$ cat src/rtl/rv32_pkg.sv
// Shared RV32I encodings and small helpers for the memory/writeback stages.
package rv32_pkg;

  // Result-select encodings; 2'b11 is treated as ALU.
  typedef enum logic [1:0] {
    RES_ALU = 2'b00,
    RES_MEM = 2'b01,
    RES_PC4 = 2'b10
  } result_src_e;

  // Load/store funct3 size and sign encodings.
  localparam logic [2:0] F3_B  = 3'b000;
  localparam logic [2:0] F3_H  = 3'b001;
  localparam logic [2:0] F3_W  = 3'b010;
  localparam logic [2:0] F3_BU = 3'b100;
  localparam logic [2:0] F3_HU = 3'b101;

  // Memory-access handshake state.
  typedef enum logic {
    RUN  = 1'b0,
    WAIT = 1'b1
  } mem_state_e;

  // Contents of the EX/MEM pipeline register.
  typedef struct packed {
    logic        reg_write;
    logic [1:0]  result_src;
    logic        load;
    logic        store;
    logic [2:0]  funct3;
    logic [4:0]  rd;
    logic [31:0] alu_result;
    logic [31:0] write_data;
    logic [31:0] pc_plus4;
  } ex_mem_t;

  // Halfwords need bit 0 clear, words need both low bits clear; bytes never fault.
  function automatic logic is_misaligned(input logic [2:0] funct3, input logic [1:0] addr);
    is_misaligned = ((funct3 == F3_H || funct3 == F3_HU) && addr[0]) ||
                    ((funct3 == F3_W) && (addr != 2'b00));
  endfunction

endpackage

$ cat src/rtl/mem_wb_cycle_if.sv
// Data-memory request bus: valid/ready request with same-cycle read data.
interface mem_wb_cycle_if;
  logic        mem_req;
  logic        mem_we;
  logic [31:0] mem_addr;
  logic [31:0] mem_wdata;
  logic [3:0]  mem_wstrb;
  logic        mem_ready;
  logic [31:0] mem_rdata;

  modport master (
    output mem_req, mem_we, mem_addr, mem_wdata, mem_wstrb,
    input  mem_ready, mem_rdata
  );

  modport slave (
    input  mem_req, mem_we, mem_addr, mem_wdata, mem_wstrb,
    output mem_ready, mem_rdata
  );
endinterface

$ cat src/rtl/mem_wb_cycle_load_align.sv
// Load data alignment: picks the addressed byte/halfword lane and extends it.
module load_align
  import rv32_pkg::*;
(
  input  logic [31:0] rdata_i,
  input  logic [1:0]  addr_i,
  input  logic [2:0]  funct3_i,
  output logic [31:0] data_o
);

  logic [7:0]  byte_lane;
  logic [15:0] half_lane;

  assign byte_lane = rdata_i[{addr_i, 3'b000} +: 8];
  assign half_lane = rdata_i[{addr_i[1], 4'b0000} +: 16];

  // Extend the selected lane according to size and signedness.
  always_comb begin
    // NOTE: every branch of a combinational block must assign its outputs, so a default comes first to avoid a latch.
    data_o = rdata_i;
    case (funct3_i)
      F3_B:    data_o = {{24{byte_lane[7]}}, byte_lane};
      F3_BU:   data_o = {24'd0, byte_lane};
      F3_H:    data_o = {{16{half_lane[15]}}, half_lane};
      F3_HU:   data_o = {16'd0, half_lane};
      default: data_o = rdata_i;
    endcase
  end

endmodule

$ cat src/rtl/mem_wb_cycle.sv
// RV32I memory and writeback stages: EX/MEM register, data-memory handshake,
// load alignment and the MEM/WB register feeding the register file.
module mem_wb_cycle
  import rv32_pkg::*;
#(
  parameter int XLEN = 32
) (
  input  logic             clk,
  input  logic             rst,
  input  logic             RegWriteE,
  input  logic [1:0]       ResultSrcE,
  input  logic             LoadE,
  input  logic             StoreE,
  input  logic [2:0]       Funct3E,
  input  logic [4:0]       RD_E,
  input  logic [XLEN-1:0]  ALUResultE,
  input  logic [XLEN-1:0]  WriteDataE,
  input  logic [XLEN-1:0]  PCPlus4E,
  mem_wb_cycle_if.master   mem,
  output logic             StallM,
  output logic             MisalignM,
  output logic             RegWriteW,
  output logic [4:0]       RDW,
  output logic [XLEN-1:0]  ResultW
);

  ex_mem_t     m_q, m_d;
  mem_state_e  state_q, state_d;
  logic        reg_write_w_q, reg_write_w_d;
  logic [4:0]  rd_w_q, rd_w_d;
  logic [31:0] result_w_q, result_w_d;
  logic        access;
  logic        misaligned;
  logic [31:0] load_data;

  assign access     = m_q.load | m_q.store;
  assign misaligned = access & is_misaligned(m_q.funct3, m_q.alu_result[1:0]);
  assign MisalignM  = misaligned;

  // Memory request driven straight from the M register so it stays stable while waiting.
  assign mem.mem_req  = access & ~misaligned & (state_q == RUN || state_q == WAIT);
  assign mem.mem_we   = m_q.store;
  assign mem.mem_addr = {m_q.alu_result[31:2], 2'b00};

  // Store lane replication and byte strobes; strobes stay zero for loads.
  always_comb begin
    mem.mem_wdata = m_q.write_data;
    mem.mem_wstrb = 4'b0000;
    case (m_q.funct3)
      F3_B: begin
        mem.mem_wdata = {4{m_q.write_data[7:0]}};
        mem.mem_wstrb = 4'b0001 << m_q.alu_result[1:0];
      end
      F3_H: begin
        mem.mem_wdata = {2{m_q.write_data[15:0]}};
        mem.mem_wstrb = 4'b0011 << {m_q.alu_result[1], 1'b0};
      end
      default: begin
        mem.mem_wdata = m_q.write_data;
        mem.mem_wstrb = 4'b1111;
      end
    endcase
    if (!m_q.store) mem.mem_wstrb = 4'b0000;
  end

  // Handshake FSM next state and the upstream stall.
  always_comb begin
    state_d = state_q;
    StallM  = 1'b0;
    case (state_q)
      RUN: begin
        StallM = mem.mem_req & ~mem.mem_ready;
        if (mem.mem_req && !mem.mem_ready) state_d = WAIT;
      end
      WAIT: begin
        StallM = ~mem.mem_ready;
        if (mem.mem_ready) state_d = RUN;
      end
      default: state_d = RUN;
    endcase
  end

  // Handshake FSM state register.
  always_ff @(posedge clk or posedge rst) begin
    // NOTE: sequential state uses non-blocking assignments so every register samples pre-edge values.
    if (rst) state_q <= RUN;
    else     state_q <= state_d;
  end

  // EX/MEM register next value: capture E inputs unless the stage is stalled.
  always_comb begin
    m_d = m_q;
    if (!StallM) begin
      m_d.reg_write  = RegWriteE;
      m_d.result_src = ResultSrcE;
      m_d.load       = LoadE;
      m_d.store      = StoreE;
      m_d.funct3     = Funct3E;
      m_d.rd         = RD_E;
      m_d.alu_result = ALUResultE;
      m_d.write_data = WriteDataE;
      m_d.pc_plus4   = PCPlus4E;
    end
  end

  // EX/MEM register.
  always_ff @(posedge clk or posedge rst) begin
    if (rst) m_q <= '0;
    else     m_q <= m_d;
  end

  load_align u_load_align (
    .rdata_i  (mem.mem_rdata),
    .addr_i   (m_q.alu_result[1:0]),
    .funct3_i (m_q.funct3),
    .data_o   (load_data)
  );

  // MEM/WB next value: bubble while stalled, otherwise retire the M instruction.
  always_comb begin
    reg_write_w_d = 1'b0;
    rd_w_d        = 5'd0;
    result_w_d    = result_w_q;
    if (!StallM) begin
      reg_write_w_d = m_q.reg_write & ~misaligned & ~m_q.store;
      rd_w_d        = m_q.rd;
      case (m_q.result_src)
        RES_MEM: result_w_d = load_data;
        RES_PC4: result_w_d = m_q.pc_plus4;
        default: result_w_d = m_q.alu_result;
      endcase
    end
  end

  // MEM/WB register.
  always_ff @(posedge clk or posedge rst) begin
    if (rst) begin
      reg_write_w_q <= 1'b0;
      rd_w_q        <= 5'd0;
      result_w_q    <= 32'd0;
    end else begin
      reg_write_w_q <= reg_write_w_d;
      rd_w_q        <= rd_w_d;
      result_w_q    <= result_w_d;
    end
  end

  assign RegWriteW = reg_write_w_q;
  assign RDW       = rd_w_q;
  assign ResultW   = result_w_q;

endmodule

$ cat src/flat_wrapper.sv
// flat-port wrapper written by rule: the top's interface ports become plain ports
module mem_wb_cycle_flat import rv32_pkg::*;
#(
  parameter int XLEN = 32
)
  (clk, rst, RegWriteE, ResultSrcE, LoadE, StoreE, Funct3E, RD_E, ALUResultE, WriteDataE, PCPlus4E, StallM, MisalignM, RegWriteW, RDW, ResultW, mem_mem_req, mem_mem_we, mem_mem_addr, mem_mem_wdata, mem_mem_wstrb, mem_mem_ready, mem_mem_rdata);
  mem_wb_cycle_if mem_i ();
  input  logic clk;
  input  logic rst;
  input  logic RegWriteE;
  input  logic [1:0] ResultSrcE;
  input  logic LoadE;
  input  logic StoreE;
  input  logic [2:0] Funct3E;
  input  logic [4:0] RD_E;
  input  logic [XLEN-1:0] ALUResultE;
  input  logic [XLEN-1:0] WriteDataE;
  input  logic [XLEN-1:0] PCPlus4E;
  output logic StallM;
  output logic MisalignM;
  output logic RegWriteW;
  output logic [4:0] RDW;
  output logic [XLEN-1:0] ResultW;
  output wire logic [$bits(mem_i.mem_req)-1:0] mem_mem_req;
  output wire logic [$bits(mem_i.mem_we)-1:0] mem_mem_we;
  output wire logic [$bits(mem_i.mem_addr)-1:0] mem_mem_addr;
  output wire logic [$bits(mem_i.mem_wdata)-1:0] mem_mem_wdata;
  output wire logic [$bits(mem_i.mem_wstrb)-1:0] mem_mem_wstrb;
  input wire logic [$bits(mem_i.mem_ready)-1:0] mem_mem_ready;
  input wire logic [$bits(mem_i.mem_rdata)-1:0] mem_mem_rdata;
  assign mem_mem_req = mem_i.mem_req;
  assign mem_mem_we = mem_i.mem_we;
  assign mem_mem_addr = mem_i.mem_addr;
  assign mem_mem_wdata = mem_i.mem_wdata;
  assign mem_mem_wstrb = mem_i.mem_wstrb;
  assign mem_i.mem_ready = mem_mem_ready;
  assign mem_i.mem_rdata = mem_mem_rdata;
  mem_wb_cycle #(.XLEN(XLEN)) u_core (.clk(clk), .rst(rst), .RegWriteE(RegWriteE), .ResultSrcE(ResultSrcE), .LoadE(LoadE), .StoreE(StoreE), .Funct3E(Funct3E), .RD_E(RD_E), .ALUResultE(ALUResultE), .WriteDataE(WriteDataE), .PCPlus4E(PCPlus4E), .mem(mem_i), .StallM(StallM), .MisalignM(MisalignM), .RegWriteW(RegWriteW), .RDW(RDW), .ResultW(ResultW));
endmodule
$ cat config.mk
export PLATFORM = sky130hd
export DESIGN_NAME = mem_wb_cycle_flat
export DESIGN_NICKNAME = d
export VERILOG_FILES = /design/src/rtl/rv32_pkg.sv /design/src/rtl/mem_wb_cycle_if.sv /design/src/rtl/mem_wb_cycle_load_align.sv /design/src/rtl/mem_wb_cycle.sv /design/src/flat_wrapper.sv
export SDC_FILE = /design/constraint.sdc
export NUM_CORES = 1
export LEC_CHECK = 0
export CELL_PAD_IN_SITES_DETAIL_PLACEMENT = 1
export CELL_PAD_IN_SITES_GLOBAL_PLACEMENT = 1
export CORE_ASPECT_RATIO = 1.4
export CORE_MARGIN = 4
export CORE_UTILIZATION = 36
export CTS_CLUSTER_SIZE = 30
export DETAILED_ROUTE_END_ITERATION = 10
export PLACE_DENSITY_LB_ADDON = 0.1
export RECOVER_POWER = 50
export SKIP_CTS_REPAIR_TIMING = 1
export SYNTH_ARGS = -nofsm -noshare
export SYNTH_HDL_FRONTEND = slang
export SYNTH_SLANG_ARGS = --single-unit
$ cat constraint.sdc
create_clock -name clk -period 13.32 [get_ports clk]
set_clock_uncertainty 0.2 [all_clocks]
set_input_delay 2.664 -clock clk [delete_from_list [all_inputs] [get_ports clk]]
set_output_delay 2.664 -clock clk [all_outputs]
set_load 0.02 [all_outputs]
==> summary.md <==
| Metric | Value |
|---|---|
| Top post-synthesis cells by area | dfrtp_1 51%, nand2_1 20%, buf_4 4.1% |
| Yosys warnings | 0 |
| Crit Path Class | in -> out |
| Post-DR vias/cell | 4.99 |
| Leak Pwr | 4.71 nW |
| Syn Std Cell Area | 0.00730 mm^2 |
| CP endpoint | StallM |
| Largest net degree at the start of global routing | 76 |
| FF-to-FF path depth | 6 |
| Pre-Repair DR Iteration Count | 4 |
| Setup tns final | 0 ns |
| First-pass GRT wire length | 38600 um |
| P&R area growth vs syn | 40.4% |
| Syn_area_per_cell | 8.43 um^2 |
| Initial Util | 36.7% |
| Layout cells sized above 1 | 5.83% |
| Die area | 0.0227 mm^2 |
| PortBufs | 251 |
| WL/cell | 18.8 um |
| Top FF cell, synth | dfrtp_1 |
| Clock Tree Buf Depth | 2 |
| Arr. time, crit path | 6.61 ns |
| Worst Path Max Fanout | 67 |
| Root Driver | clkbuf_16 |
| Final Hold Vio Count | 0 |
| Peak VDD IR | 0.0000998 V |
| Final period utilization | 71.1% |
| Cell taking the most area after synthesis | dfrtp_1 |
| Worst Path Required | 10.46 ns |
| DIE HEIGHT | 177 um |
| R2R Path Start | u_core.m_q[65]$_DFFE_PP0N_ |
| Fmax | 106 MHz |
| Failing checks | capacitance limit, slew limit |
| Post-route cell area | 0.0103 mm^2 |
| GR Overflow Total | 0 |
| Clk Latency, worst-skew pair | 0.42 ns |
| Die width | 128 um |
| DRC viols | 0 |
| Cells after DPL | 1283 |
| Sequential fraction of the synthesis area | 50.7% |
| Max-Cap Viols | 4 |
| Filler Cells Inserted | 2314 |
| Status | finished, violations left |
| Final setup margin | 3.85 ns |
| Final GP Congestion | 0.831 |
| Antenna-violating nets left | 0 |
| Yosys top cell area share | 50.7% |
| Slew Limit Fails | 289 |
| Fraction of synthesis flops using an asynchronous set or reset pin | 100% |
| EDFF count, synth | 0 |
| Setup violators final | 0 |
| Most frequent cell after synthesis | nand2_1 |
| Row cnt | 61 |
| Final Non-Filler Cells | 1316 |
| Tightest slew margin relative to the limit | -178% |
| Post-DP HPWL | 17500 um |
| Core area | 0.0199 mm^2 |
| RR Endpoint | u_core.ResultW[10]$_DFFE_PP0N_ |
| Critical path startpoint | mem_mem_ready |
| H-tree Lvls | 4 |
| CTS tree | built |
| Internal reg-to-reg setup slack | 7.39 ns |
| Nets | 1196 |
| CP endpoint kind | output pin |
| Total global-route track usage | 21.9% |
| Dpl ws | 5.63 ns |
| Inserted Clock Buffers | 17 |
| Worst min-delay path class | reg -> reg |
| Cell variety after synth | 41 |
| Register bit total from synthesis | 148 |
| Via Count | 6563 |
| Mapped Cells | 866 |
| Placed inst area | 0.00965 mm^2 |
| Startpoint Class | input pin |
| Initial antenna violation count | 0 |
| Final wirelength | 24800 um |
| RSZ-0062 raised after global routing | false |
| Num Clock Sinks | 148 |
| Number of global-route vias before repair | 6984 |
| Worst slew pin tran | 4.17 ns |
| Synth cell count leaders | 382 x nand2_1, 148 x dfrtp_1, 40 x buf_4, 30 x buf_2, 28 x nor2_1 |
| Clock-pin slew on the worst setup and hold paths | 0.06 ns |
| Starting DRT DRC Count | 288 |
| Boundary Pins | 254 |
| Cell Pwr Density | 228 mW/mm^2 |
| Tmin final | 9.47 ns |
where the power goes:
group	total (W)	switching, W	internal (W)
registers	0.000732	0.000117	0.000615
clock network	0.000509	0.000206	0.000303
logic	0.00110	0.000641	0.000456
total	0.00234	0.000964	0.00137
worst min-delay path by stage:
| stage | from | endpoint | slack [ns] | depth (start not counted) |
|---|---|---|---|---|
| 3_3_place_gp | u_core.m_q[100]$_DFFE_PP0N_ | u_core.m_q[100]$_DFFE_PP0N_ | 0.24 | 2 |
| 5_1_grt | u_core.m_q[2]$_DFFE_PP0N_ | u_core.m_q[2]$_DFFE_PP0N_ | 0.29 | 2 |
| 2_1_floorplan | u_core.m_q[108]$_DFFE_PP0N_ | u_core.m_q[108]$_DFFE_PP0N_ | 0.23 | 2 |
| 3_5_place_dp | u_core.m_q[100]$_DFFE_PP0N_ | u_core.m_q[100]$_DFFE_PP0N_ | 0.25 | 2 |
| 4_1_cts | u_core.m_q[100]$_DFFE_PP0N_ | u_core.m_q[100]$_DFFE_PP0N_ | 0.26 | 2 |
| 6_report | u_core.m_q[100]$_DFFE_PP0N_ | u_core.m_q[100]$_DFFE_PP0N_ | 0.26 | 2 |
metal layers:
metal  wire (um)  global-route usage (%)
met5           0                       0
met4         182                    5.09
met3        2000                    7.29
met2       12700                    37.0
met1        9880                    27.1
worst max-delay path: stages:
cell and delay [ns]:
dlygate4sd3_1 0.52, nor2_1 0.06, o21ai_4 0.24, clkinvlp_2 2.05
clkdlybuf4s50_1 1.06
state kept, by name, indices dropped and copies added (netlist names):
name / cells
u_core.mem.mem_addr: 30
u_core.state_q: 1
u_core.m_q: 78
u_core.RDW: 5
u_core.mem.mem_we: 1
u_core.ResultW: 32
u_core.RegWriteW: 1
per-stage QoR:
step / util (%) / hold slack, ns / total power [W]
global placement: 48.5 / 0.242 / 0.00186
CTS: 51.5 / 0.263 / 0.00240
detailed placement: 48.5 / 0.248 / 0.00188
global route: 51.5 / 0.286 / 0.00250
finish: 51.5 / 0.261 / 0.00234
floorplan: - / 0.230 / 0.00143
final cells by class:
| class | count | area (um^2) | share of cell area (%) |
|---|---|---|---|
| clock inverter | 13 | 171 | 1.67 |
| clock buffer | 19 | 443 | 4.32 |
| inverter | 7 | 28.8 | 0.281 |
| multi-input combinational | 617 | 3030 | 29.5 |
| tap | 252 | 315 | 3.07 |
| sequential | 148 | 3700 | 36.1 |
| timing repair buffer | 259 | 2560 | 25.0 |
| antenna | 1 | 2.50 | 0.0244 |
cells in the final DEF (no fill, tap or decap), types with 3 or more instances in the layout:
cell type and instances:
nand2_1 382, a21oi_1 23, nand3_1 3, clkbuf_16 17, dfrtp_1 148, o21ai_1 17, clkbuf_1 3, and3_1 16
clkdlybuf4s50_1 172, mux2i_1 18, nor2_1 27, and2_1 4, inv_1 5, mux2_2 17, nor3_1 13, o21ai_0 27
clkinvlp_4 4, bufinv_16 3, o22ai_1 3, o221ai_1 10, nand2b_1 6, o2111ai_1 3, nor2b_1 9, dlygate4sd3_1 79
or3_1 3, inv_6 3, a311oi_1 7, o2bb2ai_1 3, a31oi_1 4, and2_0 4, buf_4 6
cells by family after synthesis:
logic type	after synthesis	synth area share (%)
compound gates	107	9.29
buf+inv	102	8.02
fa+ha+maj	2	0.343
simple gates	470	26.2
other cells	1	0.0513
mux	36	5.40
flops	148	50.7
Note: power is estimated with default switching activity, not from simulation.
